===== config.mk =====
export PLATFORM = sky130hd
export DESIGN_NAME = yadan_muldiv
export DESIGN_NICKNAME = d
export VERILOG_FILES = /design/src/rtl/yadan_muldiv_pkg.sv /design/src/rtl/yadan_muldiv_signfix.sv /design/src/rtl/yadan_muldiv.sv
export SDC_FILE = /design/constraint.sdc
export NUM_CORES = 1
export LEC_CHECK = 0
export BUFFER_PORTS_ARGS = -buffer_cell sky130_fd_sc_hd__buf_2
export CORE_ASPECT_RATIO = 0.6
export CORE_MARGIN = 10
export CORE_UTILIZATION = 35
export CTS_CLUSTER_DIAMETER = 200
export DETAILED_ROUTE_END_ITERATION = 6
export PLACE_DENSITY_LB_ADDON = 0.25
export SKIP_CTS_REPAIR_TIMING = 1
export SKIP_LAST_GASP = 1
export SLEW_MARGIN = 0
export SYNTH_ARGS = -nofsm -noshare
export SYNTH_HDL_FRONTEND = slang
export SYNTH_HIERARCHICAL = 1
export SYNTH_SLANG_ARGS = --single-unit

===== constraint.sdc =====
create_clock -name clk -period 8.6 [get_ports clk]
set_input_delay 0.86 -clock clk [delete_from_list [all_inputs] [get_ports clk]]
set_output_delay 0.86 -clock clk [all_outputs]
set_load 0.05 [all_outputs]

===== src/rtl/yadan_muldiv_pkg.sv =====
// yadan_muldiv_pkg: shared encodings for the RV32M multiply/divide unit.
// Op and signedness encodings match the EX-stage request fields.
// FSM state encoding and the iteration count live here as well.
package yadan_muldiv_pkg;

  // Operation select on mul_or_div_i
  localparam logic MUL = 1'b0;
  localparam logic DIV = 1'b1;

  // Operand signedness on reg*_signed0_unsigned1_i
  localparam logic Signed   = 1'b0;
  localparam logic Unsigned = 1'b1;

  // One result bit per cycle, one cycle per operand bit
  localparam int MulDivIter = 32;

  typedef logic [63:0] DoubleRegBus;

  typedef enum logic [1:0] {
    S_IDLE = 2'd0,
    S_CALC = 2'd1,
    S_FIX  = 2'd2,
    S_DONE = 2'd3
  } state_t;

endpackage


===== src/rtl/yadan_muldiv_signfix.sv =====
// yadan_muldiv_signfix: conditional two's-complement negation, per half or full width.
// Latency: combinational.
// Backpressure: none; pure function of its inputs.
module yadan_muldiv_signfix #(
  parameter int XLEN = 32
) (
  input  logic [2*XLEN-1:0] i_val,
  input  logic              i_wide,
  input  logic              i_neg_hi,
  input  logic              i_neg_lo,
  output logic [2*XLEN-1:0] o_val
);

  logic [2*XLEN-1:0] w_wide;
  logic [XLEN-1:0]   w_hi;
  logic [XLEN-1:0]   w_lo;

  // Wide mode negates the whole 64-bit value (product); split mode treats each half independently
  always_comb begin
    w_wide = i_neg_lo ? -i_val : i_val;
    w_hi   = i_neg_hi ? -i_val[2*XLEN-1:XLEN] : i_val[2*XLEN-1:XLEN];
    w_lo   = i_neg_lo ? -i_val[XLEN-1:0] : i_val[XLEN-1:0];
    o_val  = i_wide ? w_wide : {w_hi, w_lo};
  end

endmodule


===== src/rtl/yadan_muldiv.sv =====
// yadan_muldiv: iterative RV32M MUL/MULH/MULHSU/MULHU/DIV/DIVU/REM/REMU unit beside ex.
// Latency: done_o in the 34th cycle after acceptance; 2nd cycle for divide-by-zero (and MUL with MULDIV_FAST_MUL_EN).
// Backpressure: start_i is a held level; dropping it in CALC/FIX aborts, start_i during DONE is ignored.
module yadan_muldiv
  import yadan_muldiv_pkg::*;
#(
  parameter int XLEN = 32
) (
  input  logic              clk,
  input  logic              rst,
  input  logic              start_i,
  input  logic              mul_or_div_i,
  input  logic              reg1_signed0_unsigned1_i,
  input  logic              reg2_signed0_unsigned1_i,
  input  logic [XLEN-1:0]   dividend_i,
  input  logic [XLEN-1:0]   divisor_i,
  output logic [2*XLEN-1:0] result_o,
  output logic              done_o,
  output logic              busy_o
);

  localparam int CW = $clog2(MulDivIter);

  state_t            r_state;
  state_t            w_next;
  logic              r_op;
  logic              r_neg_a;
  logic              r_neg_b;
  logic [CW-1:0]     r_cnt;
  logic [2*XLEN-1:0] r_a;      // shifting multiplicand (MUL)
  logic [XLEN-1:0]   r_b;      // shifting multiplier (MUL) / divisor magnitude (DIV)
  logic [2*XLEN-1:0] r_acc;    // product (MUL) / {remainder, quotient} (DIV)
  logic [2*XLEN-1:0] r_result;

  logic              w_neg_a;
  logic              w_neg_b;
  logic              w_div_zero;
  logic              w_fast_mul;
  logic [2*XLEN-1:0] w_mag;
  logic [XLEN-1:0]   w_mag_a;
  logic [XLEN-1:0]   w_mag_b;
  logic [XLEN:0]     w_shift;
  logic [XLEN:0]     w_diff;
  logic              w_ge;
  logic [2*XLEN-1:0] w_res_in;
  logic [2*XLEN-1:0] w_res;
  logic              w_res_wide;

`ifdef MULDIV_FAST_MUL_EN
  assign w_fast_mul = 1'b1;
`else
  assign w_fast_mul = 1'b0;
`endif

  assign w_neg_a    = (reg1_signed0_unsigned1_i == Signed) && dividend_i[XLEN-1];
  assign w_neg_b    = (reg2_signed0_unsigned1_i == Signed) && divisor_i[XLEN-1];
  assign w_div_zero = (mul_or_div_i == DIV) && (divisor_i == '0);

  // Operand magnitudes: each half negated independently when signed-negative
  yadan_muldiv_signfix #(.XLEN(XLEN)) u_opnd_fix (
    .i_val    ({dividend_i, divisor_i}),
    .i_wide   (1'b0),
    .i_neg_hi (w_neg_a),
    .i_neg_lo (w_neg_b),
    .o_val    (w_mag)
  );
  assign w_mag_a = w_mag[2*XLEN-1:XLEN];
  assign w_mag_b = w_mag[XLEN-1:0];

  // Restoring divide step: shift next dividend bit into the partial remainder, subtract if it fits
  assign w_shift = {r_acc[2*XLEN-1:XLEN], r_acc[XLEN-1]};
  assign w_diff  = w_shift - {1'b0, r_b};
  assign w_ge    = ~w_diff[XLEN];

  // Result sign fix: product negated as one 64-bit value; quotient/remainder negated per half.
  // Divide-by-zero clears both sign flags so its raw result passes untouched.
  assign w_res_wide = (r_op == MUL);
  assign w_res_in   = (r_op == MUL) ? r_acc : {r_acc[XLEN-1:0], r_acc[2*XLEN-1:XLEN]};
  yadan_muldiv_signfix #(.XLEN(XLEN)) u_res_fix (
    .i_val    (w_res_in),
    .i_wide   (w_res_wide),
    .i_neg_hi (r_neg_a ^ r_neg_b),
    .i_neg_lo ((r_op == MUL) ? (r_neg_a ^ r_neg_b) : r_neg_a),
    .o_val    (w_res)
  );

  // State register
  always_ff @(posedge clk or posedge rst) begin
    if (rst) r_state <= S_IDLE;
    else     r_state <= w_next;
  end

  // Next-state logic: accept in IDLE, abort on start_i low in CALC/FIX, DONE always returns to IDLE
  always_comb begin
    w_next = r_state;
    unique case (r_state)
      S_IDLE: begin
        if (start_i) begin
          if (mul_or_div_i == DIV) w_next = w_div_zero ? S_FIX : S_CALC;
          else                     w_next = w_fast_mul ? S_FIX : S_CALC;
        end
      end
      S_CALC: begin
        if (!start_i)                             w_next = S_IDLE;
        else if (r_cnt == CW'(MulDivIter - 1)) w_next = S_FIX;
      end
      S_FIX:  w_next = start_i ? S_DONE : S_IDLE;
      S_DONE: w_next = S_IDLE;
      default: w_next = S_IDLE;
    endcase
  end

  // Datapath: latch magnitudes on accept, iterate in CALC, register the signed result in FIX
  always_ff @(posedge clk or posedge rst) begin
    if (rst) begin
      r_op     <= MUL;
      r_neg_a  <= 1'b0;
      r_neg_b  <= 1'b0;
      r_cnt    <= '0;
      r_a      <= '0;
      r_b      <= '0;
      r_acc    <= '0;
      r_result <= '0;
    end else begin
      unique case (r_state)
        S_IDLE: begin
          if (start_i) begin
            r_op    <= mul_or_div_i;
            r_cnt   <= '0;
            r_neg_a <= w_neg_a & ~w_div_zero;
            r_neg_b <= w_neg_b & ~w_div_zero;
            r_a     <= {{XLEN{1'b0}}, w_mag_a};
            r_b     <= w_mag_b;
            if (w_div_zero) begin
              r_acc <= {dividend_i, {XLEN{1'b1}}};
            end else if (mul_or_div_i == DIV) begin
              r_acc <= {{XLEN{1'b0}}, w_mag_a};
            end else begin
`ifdef MULDIV_FAST_MUL_EN
              r_acc <= {{XLEN{1'b0}}, w_mag_a} * {{XLEN{1'b0}}, w_mag_b};
`else
              r_acc <= '0;
`endif
            end
          end
        end
        S_CALC: begin
          r_cnt <= r_cnt + 1'b1;
          if (r_op == MUL) begin
            if (r_b[0]) r_acc <= r_acc + r_a;
            r_a <= r_a << 1;
            r_b <= r_b >> 1;
          end else begin
            r_acc <= {(w_ge ? w_diff[XLEN-1:0] : w_shift[XLEN-1:0]), r_acc[XLEN-2:0], w_ge};
          end
        end
        S_FIX: begin
          if (start_i) r_result <= w_res;
        end
        default: ;
      endcase
    end
  end

  assign result_o = r_result;
  assign done_o   = (r_state == S_DONE);
  assign busy_o   = (r_state == S_CALC) || (r_state == S_FIX);

endmodule


# Yosys cells after proc, flatten, opt, wreduce, memory -nomap -nowiden
# Cells that the tools add are included.
[classes]
add_sub_neg = 8
n_eq_ne = 8
n_mux = 30
bitwise_logic = 7
n_reduce_logical = 13
[ops]
columns = ["op", "n"]
rows = [
  ["64-bit two-way mux", 9],
  ["32-bit two-way mux", 8],
  ["64-bit case mux with 2 select lines", 2],
  ["32-bit negator", 4],
  ["64-bit adder", 1],
  ["64-bit negator", 1],
  ["32-bit case mux with 2 select lines", 1],
  ["33-bit by 32-bit subtractor with 33-bit output", 1],
  ["32-bit zero test", 1],
  ["2-bit two-way mux", 6],
  ["5-bit case mux with 2 select lines", 1],
  ["2-bit case mux with 4 select lines", 1],
  ["2-bit AND reduction", 4],
  ["3-bit != test, second input constant", 2],
  ["3-bit AND reduction", 2],
  ["5-bit by 1-bit adder with 5-bit output, second input constant", 1],
  ["5-bit equality test, second input constant", 1],
  ["5-bit two-way mux", 1],
  ["2-bit equality test, second input constant", 2],
  ["2-bit != test, second input constant", 2],
  ["1-bit inverter", 4],
  ["1-bit logical AND", 3],
  ["1-bit bitwise AND", 2],
  ["2-bit by 1-bit equality test with 1-bit output, second input constant", 1],
  ["other kinds (5)", 5],
]
[totals]
reg_bits = 234
input_bits = 70
out_inout_bits = 66
elab_cells = 75

# Depth between registers and ports, before layout
# Gate-level depths: netlist of the first run.
[logic_depth]
depth_word = 7
ltp_mapped = 15
ltp_nobuf = 13

# Cells and area by module
# The synthesis of the first run kept the hierarchy.
[modules_own_cells]
columns = ["module", "n_inst", "cells_each", "area_each_um2", "seq_area_each_um2"]
rows = [
  ["yadan_muldiv", 1, 1992, 17259.1, 5855.6],
  ["yadan_muldiv_signfix", 2, 263, 1697.9, 0.0],
]

# Least setup slack after synthesis of the first run
# No wires, ideal clock.
[synth_path]
path_kind = "reg2reg"
start = "register r_op"
end = "register r_result[31] (netlist: result_o[31])"
setup_time_ps = 125
t_arrival_ps = 4062
required_ps = 8475
setup_slack_ps = 4414
path_stages_with_launch = 13
n_path_buf = 4
period_less_slack_ps = 4186
cell_sequence = "dfrtp_1 > clkbuf_1 > clkbuf_1 > clkbuf_1 > mux2_2 > or4_4 > or4_4 > buf_6 > or3_4 > or3_4 > o41ai_2 > xnor2_1 > mux2_2"
[synth_between]
elab_chain_len = 4
elab_cells_between_ends = 7
cone_classes = "add/sub (2); mux (5)"
[synth_lines]
columns = ["element", "line", "source"]
rows = [
  ["start: declaration", "yadan_muldiv.sv:26", "logic r_op;"],
  ["start signal: assignment", "yadan_muldiv.sv:128", "r_op <= mul_or_div_i;"],
  ["64-bit two-way mux *", "yadan_muldiv.sv:78", "assign w_res_in = (r_op == MUL) ? r_acc : {r_acc[XLEN-1:0], r_acc[2*XLEN-1:XLEN]};"],
  ["via w_res_in[6]", "yadan_muldiv.sv:45", "logic [2*XLEN-1:0] w_res_in;"],
  ["64-bit negator / 32-bit negator (equally long branches)", "yadan_muldiv_signfix.sv:20, yadan_muldiv_signfix.sv:22", ""],
  ["64-bit two-way mux / 32-bit two-way mux (equally long branches)", "yadan_muldiv_signfix.sv:20, yadan_muldiv_signfix.sv:22", ""],
  ["64-bit two-way mux *", "yadan_muldiv_signfix.sv:23", "o_val = i_wide ? w_wide : {w_hi, w_lo};"],
  ["via w_res[31]", "yadan_muldiv.sv:46", "logic [2*XLEN-1:0] w_res;"],
  ["end signal: assignment", "yadan_muldiv.sv:158", "if (start_i) r_result <= w_res;"],
  ["end: declaration", "yadan_muldiv.sv:33", "logic [2*XLEN-1:0] r_result;"],
]
# The timed path passes the listed nets; every way through them passes the cells marked *.
# A chain may end at the register's enable or synchronous reset.

# Worst setup path after layout of the first run
[layout_path]
start = "register r_op"
end = "register r_result[54] (netlist: result_o[54])"
[layout_between]
elab_chain_len = 4
elab_cells_between_ends = 7
cone_classes = "add/sub (2); mux (5)"
[layout_lines]
columns = ["element", "line", "source"]
rows = [
  ["64-bit two-way mux", "yadan_muldiv.sv:78", ""],
  ["via w_res_in[26]", "yadan_muldiv.sv:45", ""],
  ["64-bit negator", "yadan_muldiv_signfix.sv:20", "w_wide = i_neg_lo ? -i_val : i_val;"],
  ["64-bit two-way mux", "yadan_muldiv_signfix.sv:20", ""],
  ["64-bit two-way mux", "yadan_muldiv_signfix.sv:23", ""],
  ["via w_res[54]", "yadan_muldiv.sv:46", ""],
]
# The timed path passes the listed nets, and every way through them passes these cells.

==> impl_metrics.yaml, run 1 <==
outcome:
  status: "complete, no violations"
cells_and_area:
  drive_above_1_share_pct: 14.8
  final_area_sq_mm: 0.0230
  syn2layout_area_growth_pct: 11.5
  final_cells: 3368
  nets: 2751
place:
  hpwl_mm: 71.3
  dpl.cell_count: 3313
  port_buffers: 135
  gp_congestion: 1.03
  placed_cell_area_sq_mm: 0.0220
synthesis:
  yosys_warnings: 6
  async_flop_share_pct: 100
  synth-main-ff-cell: "dfrtp_1"
  synth_seq_cells: 234
  ys_types: 93
  synth_cells: 2518
  yosysSeqAreaShare_pct: 28.3
  synth-edff-count: 0
  synth.avg_cell_area_sq_um: 8.20
  netlist_area_sq_mm: 0.0207
sta:
  min_period_ps: 4860
  hold_slack_ps: 331
  tns_ps: 0
  finalHoldViolations: 0
  maxClockFrequency_mhz: 206
  relSlewSlack_pct: 15.1
  rsz0062_at_grt: "false"
  skew_ps: 41.4
  final_max_slew_viol_count: 0
  fin_crit_sh_pct: 56.5
  final-setup-viol-count: 0
  worst_slew_pin_slew_ps: 1270
route:
  drc_errors: 0
  vias_per_cell: 6.16
  first_pass_iters: 5
  wl_mm: 90.6
  dr_total_vias: 20752
  ant_nets: 0
  wire_per_inst_microns: 26.9
  drt_iter0_drc: 2674
worst_setup_path:
  path_common_cell: "mux2_2"
  crit_arrival_ps: 5330
  path_max_fanout: 75
  cpMaxStageDelayCell: "dfrtp_4"
  critPathRequiredTime_ps: 9070
  cp_num_buf_inv: 1
  crit_chain: "buf_4 > mux2_2 > or4_1 > nor2_1 > nand4_1 > o21ai_1 > o21ai_0 > xor2_1 > mux2_2"
  worstSetupPathType: "flop to flop"
  critPathLaunchType: "flop"
  crit_family: "compound AO/OA/AOI/OAI gates"
  max_stage_delay_ps: 970
  end_kind: "flop"
grt:
  grt_pass1_vias: 19175
  track_usage_pct: 25.0
  grt_pass1_wl_mm: 133
  grt_antenna_before_repair: 3
  overflow: 0
  grt_max_degree: 99
clock_tree:
  cts.sinks: 234
  cts_tree: "yes"
  clk_pin_slew_ps: 70
  cts-buffers-inserted: 28
  cts_buffer_depth: 3
  clk_latency_ps: 620
  h-tree-depth: 1
  root_buffer: "clkbuf_16"
pwr:
  pwr-share-clk_pct: 11.5
  internal_power_uw: 5170
  swShare_pct: 55.9
  comb_power_share_pct: 69.5
  ir_drop_mv: 0.385
  power_uw: 11700
  leakage_uw: 0.00981
  p_switching_uw: 6560
  powerDensity_mw_per_mm2: 509
  pwr-share-seq_pct: 19.0
floorplanning:
  placeableCoreArea_sq_mm: 0.0579
  die_y_microns: 208
  start_util_pct: 35.6
  rows: 68
  die_w_microns: 334
  io_pins: 136
  dieArea_sq_mm: 0.0694
flow_run:
  maxCapViolCount: 0
hold_path:
  hold_path.class: "input pin to async pin"
-- sequential cells by signal, summed over array words and instances, names as in the netlist --
signal / cells
r_a: 64
r_acc: 64
r_b: 32
r_cnt: 5
r_neg_a: 1
r_neg_b: 1
r_op: 1
r_state: 2
result_o: 64
-- worst paths after layout --
kind | from | to | slack, ps | cells past startpoint
worst min register to register | result_o[9] | result_o[9] | 500 | 1
worst max-delay path | r_op | result_o[54] | 3740 | 9
max in group asynchronous | rst | result_o[11] | 6370 | 4
worst max register to register | r_op | result_o[54] | 3740 | 9
worst min-delay path | rst | r_a[59] | 330 | 2
min in group clk | reg1_signed0_unsigned1_i | r_neg_a | 450 | 2
-- cells in the final DEF (no fill, tap or decap), types with 7 or more instances in the layout --
master	Yosys	routed
dfrtp_1	234	233
a211oi_1	18	18
o41ai_1	18	18
ha_1	106	105
a31oi_1	35	35
nand3_1	36	36
a221oi_1	12	12
o21a_1	17	17
buf_4	6	32
o31ai_1	34	34
and2_1	7	7
xnor2_1	149	148
or4_1	17	17
xor2_1	49	49
mux2_2	109	109
o21ai_1	13	13
a22oi_1	14	14
nand4_1	39	39
a22o_1	34	34
o211ai_1	31	31
nor3_1	43	42
nand2b_1	23	22
mux2i_1	80	80
clkbuf_16	0	28
a21oi_1	198	198
nand2_1	284	283
nor4_1	32	31
or3_1	28	28
and3_1	18	18
o21bai_1	18	18
nor2_1	165	164
nor2b_1	17	15
buf_2	8	135
clkinv_2	0	7
a21o_1	40	40
o21ai_0	241	241
inv_1	92	91
-- power by group through the flow --
| stage | registers (uW) | logic, uW | clock network [uW] |
|---|---|---|---|
| after detailed placement | 2220 | 7930 | 0 |
| final | 2220 | 8150 | 1350 |
| after global placement | 2210 | 7870 | 0 |
| after floorplan | 2410 | 5360 | 0 |
| after CTS | 2200 | 7970 | 1370 |
| after global routing | 2270 | 8790 | 1420 |
-- stage by stage --
step                      utilization (%)  worst slack (ps)
final                                39.8              3740
after global routing                 39.7              3460
after CTS                            39.7              3870
after detailed placement             38.0              3920
after global placement               38.0              3960
after floorplan                         -              1320
-- area by class of cell --
class,count,area (sq um)
repair buffers,167,916
clock inverters,21,265
fillers,5947,34900
well taps,770,963
inverters,92,353
flip-flops and latches,234,5860
clock buffers,31,742
multi-input cells,2050,13900
diodes,3,7.51
-- cell families (layout without fill, tap and decap cells) --
kind of cell	count (synthesis)	count (layout)	synth area share, %
AOI/OAI and AO/OA	791	791	24.2
xor gates and xnor gates	199	199	8.47
adders and majority gates	108	108	6.61
buffers and inverters	239	311	4.65
DFF	234	234	28.3
muxes	193	193	10.1
other	1	9	0.0182
and+or+nand+nor	753	753	17.6
-- worst register-to-register path: stages, from the launching register on --
cell and delay, ps:
dfrtp_4 970, buf_4 710, mux2_2 500, or4_1 620, nor2_1 160, nand4_1 220
o21ai_1 790, o21ai_0 270, xor2_1 200, mux2_2 270
-- metal layers --
metal | vias to the layer above | track usage (%) | routed length [microns]
li1 | 9338 | - | -
met1 | 10241 | 39.7 | 45200
met2 | 1069 | 31.2 | 32700
met3 | 100 | 8.12 | 11000
met4 | 4 | 4.56 | 1700
met5 | - | 0 | 27
-- synth_stat cells, drive strengths merged, types with 36 or more instances --
cell | instances | share of area, %
a21o | 40 | 1.5
a21oi | 198 | 4.8
a31oi | 36 | 1.1
buf | 36 | 0.96
clkbuf | 111 | 2.0
dfrtp | 234 | 28
ha | 106 | 6.4
inv | 92 | 1.7
mux2 | 113 | 6.2
mux2i | 80 | 3.9
nand2 | 284 | 5.2
nand3 | 36 | 0.87
nand4 | 39 | 1.2
nor2 | 165 | 3.0
nor3 | 43 | 1.0
o21ai | 256 | 6.2
xnor2 | 150 | 6.4
xor2 | 49 | 2.1
Note: power is estimated with default switching activity, not from simulation.
==> run 2, diff against run 1 <==
- clock period: 8.6 -> 3.9 ns (I/O delays scaled with it)
==> run 2 against run 1 <==
  * The flow now finishes with violations (hold timing, slew limit)
  * Largest power group unchanged
  * Utilization is 1.8 points higher
  * Global-route usage is 1.4 points higher
  * Cell count is 3.7% higher
  * Via count is 3.3% higher
  * Non-clock buffer count is 128 higher
  * Total power is 130% higher
  * Setup slack worse by 3700 ps
  * Clock power is 100% higher
  * Hold slack worse by 330 ps
  * Largest cell class unchanged
==> impl_metrics.yaml, run 2 (synthesis results as in run 1) <==
outcome:
  status: "complete, but fails checks"
  violations: "hold timing, slew limit"
place:
  gp_congestion: 1.09
  placed_cell_area_sq_mm: 0.0231
  port_buffers: 135
  place_ws_ps: 102
  hpwl_mm: 77.4
worst_setup_path:
  crit_chain: "ha_1 > o21a_1 > o31a_1 > o21ai_1 > o31ai_2 > a21oi_1 > o31ai_1 > a21oi_1 > xnor2_1 > mux2i_1 > buf_4 > o221ai_1"
  max_stage_delay_ps: 550
  r2r_setup_slack_ps: 60
  path_common_cell: "a21oi_1"
  critPathRequiredTime_ps: 4410
  cpMaxStageDelayCell: "dfrtp_1"
  crit_family: "compound AO/OA/AOI/OAI gates"
  crit_arrival_ps: 4350
  path_max_fanout: 5
  cp_num_buf_inv: 1
  end_kind: "flop"
  critPathLaunchType: "flop"
  worstSetupPathType: "flop to flop"
cells_and_area:
  ff_latch_area_sq_mm: 0.00586
  drive_above_1_share_pct: 18.7
  final_area_sq_mm: 0.0241
  nets: 2878
  multi_input_area_sq_mm: 0.0139
  syn2layout_area_growth_pct: 16.6
  final_cell_mix: "283 x nand2_1, 240 x o21ai_0, 232 x dfrtp_1, 198 x a21oi_1, 163 x nor2_1"
  fillCellCount: 5931
  final_common_cell: "nand2_1"
floorplanning:
  dieArea_sq_mm: 0.0694
  die_y_microns: 208
  start_util_pct: 35.6
  rows: 68
  die_w_microns: 334
  placeableCoreArea_sq_mm: 0.0579
  io_pins: 136
sta:
  worst_slew_pin_slew_ps: 1520
  skew_ps: 25.1
  hold_slack_ps: -1.00
  relSlewSlack_pct: -1.76
  fin_crit_sh_pct: 98.4
  maxClockFrequency_mhz: 261
  min_period_ps: 3840
  rsz0062_at_grt: "true"
  setup_slack_ps: 62.2
  final_max_slew_viol_count: 9
  final-setup-viol-count: 0
  finalHoldViolations: 1
route:
  vias_per_cell: 6.14
  ant_nets: 0
  drc_errors: 0
  wire_per_inst_microns: 27.5
  first_pass_iters: 6
  drt_iter0_drc: 2948
  dr_total_vias: 21439
  wl_mm: 96.2
clock_tree:
  clk_pin_slew_ps: 70
  clk_latency_ps: 610
  cts-buffers-inserted: 27
  cts_tree: "yes"
  root_buffer: "clkbuf_16"
  cts.sinks: 234
  cts_buffer_depth: 3
  h-tree-depth: 1
pwr:
  leakage_uw: 0.0104
  powerDensity_mw_per_mm2: 1140
  power_uw: 27500
  ir_drop_mv: 0.453
flow_run:
  maxCapViolCount: 0
grt:
  grt_max_degree: 81
  grt_antenna_before_repair: 2
  track_usage_pct: 26.4
  overflow: 0
  grt_pass1_vias: 19968
  grt_pass1_wl_mm: 140
hold_path:
  hold_path.class: "input pin to flop"
run 2: cell types whose count changed in the layout (fill, tap and decap cells not counted), sizes merged:
cell,delta
buf,+127
clkbuf,+7
clkinv,-5
bufinv,-3
clkinvlp,-1
diode,+1
run 2: path summary, 6_finish.rpt:
kind | startpoint | to | cells after the start
hold reg to reg | result_o[38] | result_o[38] | 1
setup reg to reg | r_acc[33] | r_acc[59] | 12
hold / removal | reg1_signed0_unsigned1_i | r_neg_a | 2
min in group asynchronous | rst | r_acc[50] | 2
setup / recovery | r_acc[33] | r_acc[59] | 12
max in group asynchronous | rst | r_op | 3
run 2: report_power, final:
group | switching, uW | internal [uW] | leakage, uW
Clock | 1210 | 1510 | 0.000434
Combinational | 12800 | 7250 | 0.00706
Sequential | 1220 | 3490 | 0.00295
run 2: through the flow:
step,utilization [%],hold slack (ps),instances,setup TNS (ps)
6_report,41.6,-1.00,3494,0
5_1_grt,41.5,6.31,3490,-49.2
4_1_cts,41.5,-24.1,3488,0
3_5_place_dp,39.9,488,3439,0
3_3_place_gp,39.9,482,3439,0
2_1_floorplan,-,468,2523,0
run 2: routing by layer:
layer  part of all wire, %  wire [microns]  GRT usage [%]
met1                    49           47200           41.6
met2                    36           34700           32.9
met3                    13           12400           9.18
met4                   2.0            1900           4.96
met5                     0               0              0
run 2: final cells by class:
class / instances / area share [%]
antenna: 4 / 0.0416
clock buffer: 37 / 3.17
clock inverter: 12 / 0.561
inverter: 92 / 1.45
multi-input combinational: 2050 / 57.9
sequential: 234 / 24.3
tap: 770 / 4.00
timing repair buffer: 295 / 8.49
